===== config.mk =====
export PLATFORM = sky130hd
export DESIGN_NAME = clock_phase_scheduler_flat
export DESIGN_NICKNAME = d
export VERILOG_FILES = /design/src/rtl/clock_phase_scheduler_if.sv /design/src/rtl/clock_phase_scheduler.sv /design/src/flat_wrapper.sv
export SDC_FILE = /design/constraint.sdc
export NUM_CORES = 1
export LEC_CHECK = 0
export CORE_ASPECT_RATIO = 0.7
export CORE_MARGIN = 2
export CORE_UTILIZATION = 45
export DETAILED_ROUTE_END_ITERATION = 7
export GPL_TIMING_DRIVEN = 0
export PLACE_DENSITY_LB_ADDON = 0.15
export SLEW_MARGIN = 20
export SYNTH_ARGS = -nofsm -noshare
export SYNTH_HDL_FRONTEND = slang
export SYNTH_SLANG_ARGS = --single-unit

===== constraint.sdc =====
create_clock -name clock -period 9.5 [get_ports clock]
set_input_delay 1.9 -clock clock [delete_from_list [all_inputs] [get_ports clock]]
set_output_delay 1.9 -clock clock [all_outputs]
set_load 0.1 [all_outputs]

===== src/rtl/clock_phase_scheduler_if.sv =====
// ----------------------------------------------------------------------------
// clock_phase_scheduler_if
//   Control, configuration and status bundle of the clock phase scheduler.
//
//   Control   : start, stop (and step when CLKSCHED_STEP_EN is defined)
//   Config    : cfg_we, cfg_ch, cfg_off, cfg_wid  -- shadow window write port
//   Status    : ch_out, frame_start, busy, cfg_pending
//
//   Modports:
//     master : the boot/reset controller that drives control and config
//     slave  : the scheduler itself
//
//   Optional feature macro: CLKSCHED_STEP_EN (adds the single-frame step input)
// ----------------------------------------------------------------------------
interface clock_phase_scheduler_if #(
    parameter int NCH = 4,
    parameter int CW  = 4
);
    logic           start;
    logic           stop;
    logic           cfg_we;
    logic [1:0]     cfg_ch;
    logic [CW-1:0]  cfg_off;
    logic [CW-1:0]  cfg_wid;
    logic [NCH-1:0] ch_out;
    logic           frame_start;
    logic           busy;
    logic           cfg_pending;
`ifdef CLKSCHED_STEP_EN
    logic           step;

    modport master (
        output start, stop, step, cfg_we, cfg_ch, cfg_off, cfg_wid,
        input  ch_out, frame_start, busy, cfg_pending
    );
    modport slave (
        input  start, stop, step, cfg_we, cfg_ch, cfg_off, cfg_wid,
        output ch_out, frame_start, busy, cfg_pending
    );
`else
    modport master (
        output start, stop, cfg_we, cfg_ch, cfg_off, cfg_wid,
        input  ch_out, frame_start, busy, cfg_pending
    );
    modport slave (
        input  start, stop, cfg_we, cfg_ch, cfg_off, cfg_wid,
        output ch_out, frame_start, busy, cfg_pending
    );
`endif
endinterface


===== src/rtl/clock_phase_scheduler.sv =====
// ----------------------------------------------------------------------------
// clock_phase_scheduler
//   Frame-based phase scheduler producing the processor / imem / dmem /
//   regfile clock-enable strobes. A FRAME_LEN-tick counter runs while the
//   scheduler is busy; each channel is high inside its (offset, width) window.
//   Window settings are written into shadow registers and copied to the
//   active set only at frame boundaries, so a phase never changes mid-frame.
//
//   Ports:
//     clock : system clock, all state on the rising edge
//     reset : asynchronous, active-low reset
//     bus   : clock_phase_scheduler_if.slave
//             start/stop control, shadow config write port,
//             registered ch_out / frame_start / busy / cfg_pending
//
//   Optional feature macro: CLKSCHED_STEP_EN
//     Adds bus.step and a STEP state that runs exactly one frame from IDLE.
// ----------------------------------------------------------------------------
module clock_phase_scheduler #(
    parameter int NCH       = 4,
    parameter int CW        = 4,
    parameter int FRAME_LEN = 6,
    parameter int DEF_OFF   = 0,
    parameter int DEF_WID   = 3
) (
    input  logic                   clock,
    input  logic                   reset,
    clock_phase_scheduler_if.slave bus
);

`ifdef CLKSCHED_STEP_EN
    typedef enum logic [1:0] {IDLE, RUN, DRAIN, STEP} state_t;
`else
    typedef enum logic [1:0] {IDLE, RUN, DRAIN} state_t;
`endif

    localparam logic [CW-1:0] LAST  = CW'(FRAME_LEN - 1);
    localparam logic [CW-1:0] R_OFF = CW'(DEF_OFF);
    localparam logic [CW-1:0] R_WID = CW'(DEF_WID);

    state_t         state, state_nxt;
    logic [CW-1:0]  cnt, cnt_nxt;
    logic [CW-1:0]  act_off [NCH];
    logic [CW-1:0]  act_wid [NCH];
    logic [CW-1:0]  sh_off  [NCH];
    logic [CW-1:0]  sh_wid  [NCH];
    logic [CW-1:0]  act_off_nxt [NCH];
    logic [CW-1:0]  act_wid_nxt [NCH];
    logic [CW-1:0]  sh_off_nxt  [NCH];
    logic [CW-1:0]  sh_wid_nxt  [NCH];
    logic           pending, pending_nxt;
    logic [NCH-1:0] ch_q, ch_nxt;
    logic           fs_q, fs_nxt;
    logic           busy_q, busy_nxt;
    logic           wrap, commit, cfg_hit;

    // Everything is computed for the cycle after the edge and then registered,
    // so the outputs line up with the registered counter without extra latency.
    always_comb begin
        // NOTE: every variable gets a default first so no path leaves it
        // unassigned, which would otherwise infer a latch.
        state_nxt   = state;
        wrap        = (cnt == LAST);
        act_off_nxt = act_off;
        act_wid_nxt = act_wid;
        sh_off_nxt  = sh_off;
        sh_wid_nxt  = sh_wid;
        ch_nxt      = '0;

        unique case (state)
            IDLE: begin
                if (bus.start && !bus.stop) begin
                    state_nxt = RUN;
`ifdef CLKSCHED_STEP_EN
                end else if (bus.step && !bus.start) begin
                    state_nxt = STEP;
`endif
                end
            end
            RUN: begin
                if (bus.stop) state_nxt = DRAIN;
            end
            DRAIN: begin
                // A restart keeps counting, so the frame in flight is not restarted.
                if (bus.start && !bus.stop) state_nxt = RUN;
                else if (wrap)              state_nxt = IDLE;
            end
`ifdef CLKSCHED_STEP_EN
            STEP: begin
                if (wrap) state_nxt = IDLE;
            end
`endif
            default: state_nxt = IDLE;
        endcase

        busy_nxt = (state_nxt != IDLE);
        // Leaving IDLE lands on tick 0; the counter only advances while busy.
        cnt_nxt  = (state == IDLE || state_nxt == IDLE || wrap) ? '0 : cnt + 1'b1;

        // Frame boundary: the wrap edge of any busy state, or any idle cycle.
        commit = pending && (state == IDLE || wrap);
        if (commit) begin
            act_off_nxt = sh_off;
            act_wid_nxt = sh_wid;
        end

        // The shadow write happens after the commit copy, so a same-cycle
        // write stays pending for the next boundary.
        cfg_hit = bus.cfg_we && (32'(bus.cfg_ch) < NCH);
        for (int i = 0; i < NCH; i++) begin
            if (bus.cfg_we && 32'(bus.cfg_ch) == i) begin
                sh_off_nxt[i] = bus.cfg_off;
                sh_wid_nxt[i] = bus.cfg_wid;
            end
        end
        pending_nxt = cfg_hit ? 1'b1 : (commit ? 1'b0 : pending);

        // Window end is formed one bit wider so off+wid never wraps around.
        for (int i = 0; i < NCH; i++) begin
            ch_nxt[i] = busy_nxt
                     && (act_off_nxt[i] <= cnt_nxt)
                     && ({1'b0, cnt_nxt} < ({1'b0, act_off_nxt[i]} + {1'b0, act_wid_nxt[i]}));
        end
        fs_nxt = busy_nxt && (cnt_nxt == '0);
    end

    // NOTE: sequential state uses non-blocking assignments only, so every
    // register samples the pre-edge values regardless of statement order.
    always_ff @(posedge clock or negedge reset) begin
        if (!reset) begin
            state   <= IDLE;
            cnt     <= '0;
            pending <= 1'b0;
            ch_q    <= '0;
            fs_q    <= 1'b0;
            busy_q  <= 1'b0;
            // NOTE: the window arrays are tiny register banks with a defined
            // power-up value, so they are reset like any other flop.
            for (int i = 0; i < NCH; i++) begin
                act_off[i] <= R_OFF;
                act_wid[i] <= R_WID;
                sh_off[i]  <= R_OFF;
                sh_wid[i]  <= R_WID;
            end
        end else begin
            state   <= state_nxt;
            cnt     <= cnt_nxt;
            pending <= pending_nxt;
            ch_q    <= ch_nxt;
            fs_q    <= fs_nxt;
            busy_q  <= busy_nxt;
            act_off <= act_off_nxt;
            act_wid <= act_wid_nxt;
            sh_off  <= sh_off_nxt;
            sh_wid  <= sh_wid_nxt;
        end
    end

    assign bus.ch_out      = ch_q;
    assign bus.frame_start = fs_q;
    assign bus.busy        = busy_q;
    assign bus.cfg_pending = pending;

endmodule


===== src/flat_wrapper.sv =====
// flat-port wrapper written by rule: the top's interface ports become plain ports
module clock_phase_scheduler_flat 
#(
    parameter int NCH       = 4,
    parameter int CW        = 4,
    parameter int FRAME_LEN = 6,
    parameter int DEF_OFF   = 0,
    parameter int DEF_WID   = 3
)
  (clock, reset, bus_start, bus_stop, bus_cfg_we, bus_cfg_ch, bus_cfg_off, bus_cfg_wid, bus_ch_out, bus_frame_start, bus_busy, bus_cfg_pending);
  clock_phase_scheduler_if #(.NCH(NCH), .CW(CW)) bus_i ();
  input  logic clock;
  input  logic reset;
  input wire logic [$bits(bus_i.start)-1:0] bus_start;
  input wire logic [$bits(bus_i.stop)-1:0] bus_stop;
  input wire logic [$bits(bus_i.cfg_we)-1:0] bus_cfg_we;
  input wire logic [$bits(bus_i.cfg_ch)-1:0] bus_cfg_ch;
  input wire logic [$bits(bus_i.cfg_off)-1:0] bus_cfg_off;
  input wire logic [$bits(bus_i.cfg_wid)-1:0] bus_cfg_wid;
  output wire logic [$bits(bus_i.ch_out)-1:0] bus_ch_out;
  output wire logic [$bits(bus_i.frame_start)-1:0] bus_frame_start;
  output wire logic [$bits(bus_i.busy)-1:0] bus_busy;
  output wire logic [$bits(bus_i.cfg_pending)-1:0] bus_cfg_pending;
  assign bus_i.start = bus_start;
  assign bus_i.stop = bus_stop;
  assign bus_i.cfg_we = bus_cfg_we;
  assign bus_i.cfg_ch = bus_cfg_ch;
  assign bus_i.cfg_off = bus_cfg_off;
  assign bus_i.cfg_wid = bus_cfg_wid;
  assign bus_ch_out = bus_i.ch_out;
  assign bus_frame_start = bus_i.frame_start;
  assign bus_busy = bus_i.busy;
  assign bus_cfg_pending = bus_i.cfg_pending;
  clock_phase_scheduler #(.NCH(NCH), .CW(CW), .FRAME_LEN(FRAME_LEN), .DEF_OFF(DEF_OFF), .DEF_WID(DEF_WID)) u_core (.clock(clock), .reset(reset), .bus(bus_i));
endmodule

==> impl_results.md <==
* Status: completed
* Setup Skew at 0.00436 ns
* # rows at 29
* DP Area at between 4000 and 5000 sq um
* CP Launch Point: u_core.cnt[0]$_DFF_PN0_
* Vias per cell at 5.29
* Register share of total power at 0.311
* Routed length on met1 at 4480 um
* WL final at roughly 8400 um
* Worst r2r src: u_core.cnt[0]$_DFF_PN0_
* Synthesized instance count at about 320
* Gr usage total at 0.189
* Post-synth cell types at 38
* Clock root cell: clkbuf_16
* Top Layer Used: met4
* Setup violators final at 0
* DRT antenna net count at 0
* Critical Path RT at 9.75 ns
* Die ar. at 9880 sq um
* Relative slew slack at 0.353
* Final worst path period share at 0.401
* Switching Power at roughly 570 uW
* Leakage at 0.00214 uW
* Clock group share of total power at 0.207
* First-pass GRT wire length at 14000 um
* CTS buffer count at 9
* Initial DRC Count at 104
* Most common cell in the synthesized netlist: mux2_2
* Cell Int Power at 967 uW
* Layout cells sized above 1 at 0.322
* Final hold vios at 0
* Net Count, Synth at 376
* Synth cell count leaders: mux2_2 (64), dfrtp_1 (61), ha_1 (38)
* Vias in the first global route at approximately 2600
* Worst-skew pair later-pin latency at approximately 0.34 ns
* Number of synthesized flops with an enable pin at 0
* Total Neg Setup Slack at 0 ns
* Area grow syn2layout at 16.4%
* Core Footprint at 8960 sq um
* Io pins at 22
* Max VDD drop at 0.000166 V
* Logic pwr share at 0.482
* Die height at roughly 84 um
* HP Class: reg -> reg
* Syn Std Cell Area at 4090 sq um
* Async SR Flop Fraction at 1.00
* Crit Path Max Fanout at 10
* Max-capacitance violation count at 0
* CTS resizes at 0
* CP endpoint kind: register
* CTS sink cnt at 77
* Initial Util at 0.456
* TritonCTS clock tree: done
* Synth Flop Type: dfrtp_1
* Grt ovf at 0
* Final worst path period need at 3.81 ns
* Top post-synthesis cells by area: dfrtp_1 (37%), mux2_2 (18%), ha_1 (12%)
* Fin util at 0.531
* Share of the synthesized area in the top cell type at 0.373
* Pwr dens at 322 nW/um^2
* Fmax at approximately 0.26 GHz
* Via count at 2543
* Count of filler cells inserted in the layout at 803
* Worst Setup Start Kind: register
* Measured slew at the worst slew-check pin at 0.968 ns
* # Post-CTS Setup Buffers at 0
* DR WL met3 at 289 um
* Yosys top cell by area: dfrtp_1
* Synth warn at 0
* Syn Area/Cell at 12.8 sq um
* N_diodes at 0
* Register bit total from synthesis at 77
* Bufs on Longest Clock Path at 2
* Reg clk slew, reported paths at 0.06 ns
* Chip Width at about 120 um
* Sw frac at 0.369
* Nets@finish at 409
* Worst Hold Launch: u_core.sh_off[9]$_DFFE_PN0P_
* Cell area after layout at between 4000 and 5000 sq um
* DP Worst Slack at 5.72 ns
* Hpwl dp at roughly 6300 um
* Post-cts hold buffer count at 0
* GP Congestion at 0.788
* Largest net degree at the start of global routing at 47
* PnR worst setup slack at 5.69 ns
* CP arrival at around 4 ns
* Pins Over Slew Limit at 0
* Antenna violations before repair at 0
* Hold_ws at approximately 0.50 ns
* Average wire per standard cell at 17.5 um
* DRC violations left at 0
* DRT Pass-1 Iters at 4
* RSZ-0062 raised after global routing: no
* Met2 wire length at 3560 um
* Number of port buffers at 21
* Sequential area share after synthesis at 0.476
* CP Class: reg -> reg
* H-tree levels at 3
-- final cells by class --
cell class	count	area [sq um]	area share
plain buffers	5	31.3	0.00657
clock buffers	12	256	0.0539
clock inverters	4	22.5	0.00473
inverters	21	78.8	0.0166
multi-input cells	216	2030	0.427
flip-flops and latches	77	1950	0.409
well taps	124	155	0.0326
repair buffers	22	235	0.0494
-- layout by cell type (no fill, tap or decap), types with 2 or more instances in the layout --
master,n
clkdlybuf4s50_1,20
buf_2,4
nor2b_1,2
dfstp_2,16
nor3_1,6
ha_1,38
mux2_2,64
nand2_1,11
fa_1,4
clkbuf_16,9
o31ai_1,2
a211oi_2,2
nor2_1,5
nand3_1,4
a21o_1,12
inv_1,21
a211oi_1,3
nand2b_1,2
o31ai_2,2
a21oi_1,20
o21ai_0,3
clkbuf_8,2
and3_1,3
dfrtp_1,61
o2111ai_1,2
xnor2_1,7
nand3b_1,4
o21a_1,4
maj3_2,4
clkinv_2,3
o211ai_1,2
-- worst max-delay path, stage by stage (launching register included) --
cell and delay, ns:
dfrtp_1 0.50, ha_1 0.28, nand3b_1 0.10, o21ai_0 0.13, nand2_1 0.19, buf_2 0.36, mux2_2 0.42, ha_1 0.23
fa_1 0.55, inv_1 0.05, ha_1 0.28, a21o_1 0.17, maj3_2 0.29, a21oi_1 0.17
-- worst paths after layout --
| kind | slack [ns] | to | cells after the start |
|---|---|---|---|
| worst min register to register | 0.50 | u_core.sh_off[9]$_DFFE_PN0P_ | 1 |
| worst max-delay path | 5.69 | u_core.bus.ch_out[2]$_DFF_PN0_ | 13 |
| worst max register to register | 5.69 | u_core.bus.ch_out[2]$_DFF_PN0_ | 13 |
| max in group asynchronous | 7.38 | u_core.act_wid[13]$_DFF_PN1_ | 2 |
| worst min-delay path | 0.50 | u_core.sh_off[9]$_DFFE_PN0P_ | 1 |
| min in group asynchronous | 1.50 | u_core.act_off[0]$_DFF_PN0_ | 1 |
-- power groups by stage --
| stage | logic (uW) | registers (uW) | clock network (uW) |
|---|---|---|---|
| after floorplan | 523 | 539 | 0 |
| after global placement | 727 | 478 | 0 |
| after detailed placement | 741 | 483 | 0 |
| after CTS | 746 | 477 | 327 |
| after global routing | 833 | 488 | 341 |
| final | 739 | 477 | 318 |
-- sequential cells by signal, summed over array words and instances, names as in the netlist --
signal,count
u_core.act_off,16
u_core.act_wid,16
u_core.sh_off,16
u_core.sh_wid,16
u_core.bus.ch_out,4
u_core.cnt,4
u_core.state,2
u_core.bus.busy,1
u_core.bus.cfg_pending,1
u_core.bus.frame_start,1
-- logic make-up after synthesis --
kind of cell | after synthesis | synth area share
multiplexers | 65 | 0.179
AND/OR/NAND/NOR | 40 | 0.0529
buffers and inverters | 26 | 0.0269
XOR/XNOR | 8 | 0.0217
AO/OA/AOI/OAI | 57 | 0.0970
flip-flops | 77 | 0.476
adder cells (fa/ha/maj) | 46 | 0.147
-- stage by stage --
| stage | std cells | power [uW] |
|---|---|---|
| 2_1_floorplan | 319 | 1060 |
| 3_3_place_gp | 464 | 1200 |
| 3_5_place_dp | 465 | 1220 |
| 4_1_cts | 481 | 1550 |
| 5_1_grt | 481 | 1660 |
| 6_report | 481 | 1530 |
-- per-layer routing --
layer	global-route usage	vias up
li1	-	1222
met1	0.274	1281
met2	0.272	27
met3	0.0567	13
met4	0.0559	0
met5	0	-
Note: power is estimated with default switching activity, not from simulation.
